===== config.mk =====
export PLATFORM = sky130hd
export DESIGN_NAME = timed_address_decoder
export DESIGN_NICKNAME = d
export VERILOG_FILES = /design/src/rtl/timed_address_decoder.sv
export SDC_FILE = /design/constraint.sdc
export NUM_CORES = 1
export LEC_CHECK = 0
export CAP_MARGIN = 20
export CORE_MARGIN = 4
export CORE_UTILIZATION = 44
export CTS_CLUSTER_DIAMETER = 50
export CTS_CLUSTER_SIZE = 40
export DETAILED_ROUTE_END_ITERATION = 10
export PLACE_DENSITY = 0.76
export SYNTH_ARGS = -nofsm -noshare
export SYNTH_HDL_FRONTEND = slang
export SYNTH_SLANG_ARGS = --single-unit

===== constraint.sdc =====
create_clock -name In_Clock -period 1.95 [get_ports In_Clock]
set_clock_uncertainty 0.2 [all_clocks]
set_input_delay 0.39 -clock In_Clock [delete_from_list [all_inputs] [get_ports In_Clock]]
set_output_delay 0.39 -clock In_Clock [all_outputs]
set_load 0.02 [all_outputs]

===== src/rtl/timed_address_decoder.sv =====
// Handshaked one-hot address decoder: each accepted in-range address drives one select
// line for P_HoldCycles cycles. Range-error pulses are built in only with TIMED_ADDRDEC_ERROR_EN.
module timed_address_decoder #(
   parameter int P_Outputs    = 32,
   parameter int P_AddrWidth  = 8,
   parameter int P_Base       = 0,
   parameter int P_HoldCycles = 2
) (
   input  logic                   In_Clock,
   input  logic                   In_Reset,
   input  logic                   In_Enable,
   input  logic                   In_Valid,
   input  logic [P_AddrWidth-1:0] In_Address,
   output logic                   Out_Ready,
   output logic [P_Outputs-1:0]   Out_DecodedAddress,
   output logic                   Out_Error
);

   localparam int                     LP_CntW   = $clog2(P_HoldCycles + 1);
   localparam logic [P_AddrWidth:0]   LP_Lo     = (P_AddrWidth + 1)'(P_Base);
   localparam logic [P_AddrWidth:0]   LP_Hi     = (P_AddrWidth + 1)'(P_Base + P_Outputs);
   localparam logic [P_AddrWidth-1:0] LP_BaseA  = P_AddrWidth'(P_Base);
   localparam logic [LP_CntW-1:0]     LP_Reload = LP_CntW'(P_HoldCycles - 1);
   localparam logic [LP_CntW-1:0]     LP_One    = LP_CntW'(1);

   typedef enum logic {
      S_IDLE = 1'b0,
      S_HOLD = 1'b1
   } state_t;

   state_t                 r_state;
   logic [LP_CntW-1:0]     r_cnt;
   logic [P_Outputs-1:0]   r_sel;

   logic                   w_ready;
   logic                   w_accept;
   logic                   w_above;
   logic                   w_below;
   logic                   w_in_range;
   logic [P_AddrWidth-1:0] w_index;
   logic [P_Outputs-1:0]   w_onehot;

   // Ready is forced low during reset so nothing can be accepted while it is asserted.
   assign w_ready   = (r_state == S_IDLE) & In_Enable & ~In_Reset;
   assign w_accept  = In_Valid & w_ready;
   assign Out_Ready = w_ready;

   generate
      if (P_Base == 0) begin : g_no_lower_bound
         assign w_above = 1'b1;
      end else begin : g_lower_bound
         assign w_above = ({1'b0, In_Address} >= LP_Lo);
      end
   endgenerate

   assign w_below    = ({1'b0, In_Address} < LP_Hi);
   assign w_in_range = w_above & w_below;
   assign w_index    = In_Address - LP_BaseA;

   always_comb begin
      w_onehot = '0;
      for (int k = 0; k < P_Outputs; k++) begin
         if (w_index == P_AddrWidth'(k)) begin
            w_onehot[k] = 1'b1;
         end
      end
   end

   // Leaving HOLD always passes through IDLE, which guarantees an all-zero cycle between selects.
   always_ff @(posedge In_Clock or posedge In_Reset) begin
      if (In_Reset) begin
         r_state <= S_IDLE;
         r_cnt   <= '0;
         r_sel   <= '0;
      end else begin
         case (r_state)
            S_IDLE: begin
               if (w_accept && w_in_range) begin
                  r_sel   <= w_onehot;
                  r_cnt   <= LP_Reload;
                  r_state <= S_HOLD;
               end
            end
            S_HOLD: begin
               if ((r_cnt == '0) || !In_Enable) begin
                  r_sel   <= '0;
                  r_cnt   <= '0;
                  r_state <= S_IDLE;
               end else begin
                  r_cnt <= r_cnt - LP_One;
               end
            end
            default: begin
               r_sel   <= '0;
               r_cnt   <= '0;
               r_state <= S_IDLE;
            end
         endcase
      end
   end

   assign Out_DecodedAddress = r_sel;

`ifdef TIMED_ADDRDEC_ERROR_EN
   logic r_error;

   always_ff @(posedge In_Clock or posedge In_Reset) begin
      if (In_Reset) begin
         r_error <= 1'b0;
      end else begin
         r_error <= w_accept & ~w_in_range;
      end
   end

   assign Out_Error = r_error;
`else
   assign Out_Error = 1'b0;
`endif

endmodule


* Word-level counts from Yosys, hierarchy flattened
Cells that the tools add are included.
** Operators by class
- Equal/unequal tests :: 33
- Multiplexer cells :: 41
- Order comparisons :: 1
- Shift-type cells :: 0
- Divide/modulo/power cells :: 0
- Bitwise logic cells :: 5
- $add $sub $neg :: 1
- Reductions and logical operators :: 6
- Multipliers :: 0
** Operator list (number)
- 8-bit by 5-bit == test with 1-bit output, second input constant :: 16
- 8-bit by 4-bit == test with 1-bit output, second input constant :: 8
- 32-bit two-way mux :: 2
- 32-bit one-hot mux with 2 select lines :: 1
- 1-bit two-way mux :: 34
- 8-bit by 3-bit == test with 1-bit output, second input constant :: 4
- 8-bit by 2-bit == test with 1-bit output, second input constant :: 2
- 8-bit by 1-bit == test with 1-bit output, second input constant :: 1
- 8-bit logical NOT :: 1
- 8-bit by 6-bit < comparator with 1-bit output, second input constant :: 1
- 2-bit two-way mux :: 2
- 2-bit by 1-bit != test with 1-bit output, second input constant :: 2
- 2-bit one-hot mux with 2 select lines :: 1
- 1-bit AND :: 3
- 2-bit logical NOT :: 1
- 1-bit inverter :: 2
- 1-bit one-hot mux with 2 select lines :: 1
- 2-bit AND reduction :: 1
- 2-bit by 1-bit subtractor with 2-bit output, second input constant :: 1
- 1-bit logical AND :: 1
- 1-bit logical NOT :: 1
- 1-bit logical OR :: 1
** Storage, ports and cells
- Memory bits (writable) :: 0
- Flip-flop bits (word level) :: 35
- Latch bits :: 0
- Memory bits (read-only) :: 0
- Memories kept :: 0
- Input bits :: 12
- Logic and storage cells :: 90

* Logic depth before layout (Yosys ltp)
- Depth after elaboration :: 7
- Depth in mapped cells :: 6
- Mapped depth without buffers :: 5

* Worst setup path after synthesis
OpenSTA, ideal clock, no wires.
- Kind :: register to register
- From :: register r_cnt[0]
- To :: register r_sel[2], in the netlist Out_DecodedAddress[2]
- Slack :: 0.083 ns
- Arrival time :: 1.543 ns
- Cell stages (with the launch flop) :: 7
- Setup time :: 0.125 ns
- Period minus slack after synthesis :: 1.867 ns
- Cell sequence :: dfrtp_1 -> inv_1 -> ha_1 -> nand2b_1 -> a32oi_2 -> buf_6 -> mux2_2
** Between the ends
- Longest elaborated chain between the ends :: 4
** Ends and longest elaborated chain
- start, declared :: RTL line 32 : logic [LP_CntW-1:0] r_cnt;
- start signal, assigned :: RTL line 80 : r_cnt <= LP_Reload;
- start signal, assigned :: RTL line 90 : r_cnt <= r_cnt - LP_One;
- 2-bit logical NOT :: RTL line 85 : if ((r_cnt == '0) || !In_Enable) begin
- 1-bit logical OR :: RTL line 85
- 2-bit by 1-bit != test with 1-bit output (no line)
- 2-bit AND reduction (no line)
- end signal, assigned :: RTL line 79 : r_sel <= w_onehot;
- end, declared :: RTL line 33 : logic [P_Outputs-1:0] r_sel;
No other way between the ends.
A chain may end at the register's enable or synchronous reset.

* Worst setup path in the final report
- From :: input port In_Address[4]
- To :: register r_sel[24], in the netlist Out_DecodedAddress[24]
** Between the ends
- Longest elaborated chain between the ends :: 4
** Ends and longest elaborated chain
- start, declared :: RTL line 13 : input logic [P_AddrWidth-1:0] In_Address,
- 8-bit by 6-bit < comparator with 1-bit output / 8-bit by 5-bit == test with 1-bit output (equally long branches) :: RTL line 56, 63
- 1-bit logical AND / 1-bit two-way mux (equally long branches) :: RTL line 78, 63
- 2-bit by 1-bit != test with 1-bit output (no line) / 32-bit two-way mux (equally long branches)
- 2-bit AND reduction (no line) / 32-bit one-hot mux with 2 select lines (equally long branches)
Parallel ways exist; a longest one is shown, timed or not. The select of a mux whose other input is x is not followed.

==> metrics.csv <==
metric;value;unit
layout overhead on the synthesized area;41.8;%
initial antenna violation count;0;
global route overflow;0;
Placed Area;2280;um^2
total wire length;4350;um
Post-CTS Hold Fix Bufs;0;
crit path max fanout;8;
# clock sinks;35;
HP Class;in2async;
vias in the first global route;1418;
share of layout cells above drive strength 1;0.360;
worst reg2reg setup slack;5;ps
path depth of the worst reg2reg path;7;
flops & latches, synth;35;
first-pass GRT wire length;7010;um
vias per cell;5.37;
Pleak;1.17;nW
Final Cycle Share;0.997;
Synth cell types;31;
cell area after layout;2540;um^2
Die X;71.9;um
Fin. Hold Viols;0;
R2R Path Start;r_cnt[0];
total power;1.57;mW
Max clock buf depth;2;
largest net degree at the start of global routing;36;
Worst-Skew Late Latency;290;ps
worst path arrival time;1980;ps
CP Capture Type;flop;
PnR worst setup slack;5.05;ps
core area;3800;um^2
Final ANT Viol Nets;0;
sequential share of the synthesized area;0.488;
critical path class;in2reg;
H-tree levels;2;
top cell type's share of synthesized area;0.488;
clock root buffer master;clkbuf_8;
Initial DRT Pass Iterations;4;
clock-pin slew on the worst setup and hold paths;70;ps
top post-synthesis cells by area;dfrtp_1, mux2_1, nor3_1;
num ports;46;
GR Util All Layers;0.180;
max-cap violation count;0;
Ys Warns;0;
Mapped Cells;141;
mean post-synth cell area;12.7;um^2
Fin Hold WS;190;ps
input/output buffers;44;
hpwl dp;2790;um
Critical Path RT;1980;ps
Syn Std Cell Area;1790;um^2
initial core utilization;0.472;
routability cong.;0.829;
CTS Buf Count;5;
Tmin final;1940;ps
pre-CTS WS;-386;ps
antenna cells;0;
Die Height;71.9;um
CTS tree;built;
via count;1315;
reg2reg end;Out_DecodedAddress[5];
Mapped Nets;154;
# rows;22;
worst vdd ir;0.000459;V
Final nets;209;
drc violations;0;
Startpoint Class;primary input;
Routed WL per cell;17.8;um
Max Fclk;0.514;GHz
Slew Viols, Final;0;
1st-iter DRT viols;55;
status;completed;
RSZ-0062 raised after global routing;true;
Die ar.;5160;um^2
FILL cells;296;
pwr dens;616;nW/um^2
Synth area leader;dfrtp_1;
final setup fails;0;
cell type report:
type,instances,area (um^2),area share
clock buffers,8,100,0.0394
inverters,3,11.3,0.00443
multi-input cells,87,870,0.342
flip-flops and latches,35,876,0.344
well taps,48,60.1,0.0236
repair buffers,64,627,0.246
where the power goes:
group / switching (mW) / internal [mW]
combinational: 0.126 / 0.115
clock: 0.253 / 0.322
sequential: 0.00971 / 0.741
total: 0.389 / 1.18
Yosys cell counts, drive strengths merged:
cell and instances:
conb 1, a22o 1, mux2 32, o211ai 1
nor3b 1, nand3b 2, dfrtp 35, inv 3
nand2 2, or3b 2, or3 1, buf 16
a32oi 1, or4b 1, ha 1, or4 1
nand2b 4, nor3 25, nor2 2, nor4 8
nand3 1
how the worst max path moves through the flow:
stage | from | end | cells past startpoint
floorplan | r_cnt[0] | Out_DecodedAddress[2] | 6
global placement | In_Enable | Out_Ready | 3
detailed placement | In_Enable | Out_DecodedAddress[16] | 6
CTS | r_cnt[0] | Out_DecodedAddress[6] | 8
global route | In_Address[4] | Out_DecodedAddress[24] | 5
finish | In_Address[4] | Out_DecodedAddress[24] | 5
kinds of logic after synthesis:
family,count (synthesis),share of synthesized area
adder cells (fa/ha/maj),1,0.00697
flip-flops,35,0.488
AO/OA/AOI/OAI,3,0.0181
multiplexers,32,0.213
other,1,0.00209
AND/OR/NAND/NOR,50,0.188
buffers and inverters,19,0.0830
worst max-delay path, stage by stage:
cell             delay [ps]
clkdlybuf4s50_1         470
or4b_1                  510
buf_4                   200
nor3_1                  210
mux2_2                  180
state kept, by name, indices dropped and copies added (netlist names):
name	cells
r_state	1
r_cnt	2
Out_DecodedAddress	32
metal layers:
metal,vias to the layer above,wire [um],GRT usage
met5,-,0,0
met4,0,75,0.0856
met3,8,210,0.0421
met2,33,2200,0.304
met1,666,1870,0.216
li1,608,-,-
metrics by stage:
| step | TNS, ps | instances | util |
|---|---|---|---|
| 2_1_floorplan | 0 | 141 | - |
| 3_3_place_gp | -10030 | 232 | 0.601 |
| 3_5_place_dp | -11970 | 232 | 0.601 |
| 4_1_cts | -0.647 | 248 | 0.668 |
| 5_1_grt | -487 | 245 | 0.670 |
| 6_report | 0 | 245 | 0.670 |
cells in the final DEF (no fill, tap or decap), types with 2 or more instances in the layout:
| cell type | synthesis | layout |
|---|---|---|
| buf_4 | 1 | 15 |
| buf_6 | 6 | 3 |
| clkbuf_8 | 0 | 7 |
| clkdlybuf4s50_1 | 0 | 38 |
| dfrtp_1 | 35 | 35 |
| dlygate4sd2_1 | 0 | 6 |
| inv_2 | 0 | 2 |
| mux2_1 | 16 | 6 |
| mux2_2 | 10 | 7 |
| mux2_4 | 6 | 19 |
| nand2_1 | 2 | 2 |
| nand2b_1 | 4 | 3 |
| nor2_1 | 2 | 2 |
| nor3_1 | 23 | 22 |
| nor3_2 | 2 | 3 |
| nor4_1 | 4 | 2 |
| nor4_2 | 4 | 6 |
what timing repair did:
item | in CTS | in global routing
pin swaps | 2 | 1
gates cloned | 3 | 0
endpoints found under the setup margin | 33 | 29
hold endpoints to repair | 0 | 0
buffers inserted | 5 | 1
gates resized for setup | 14 | 22
Note: power is estimated with default switching activity, not from simulation.
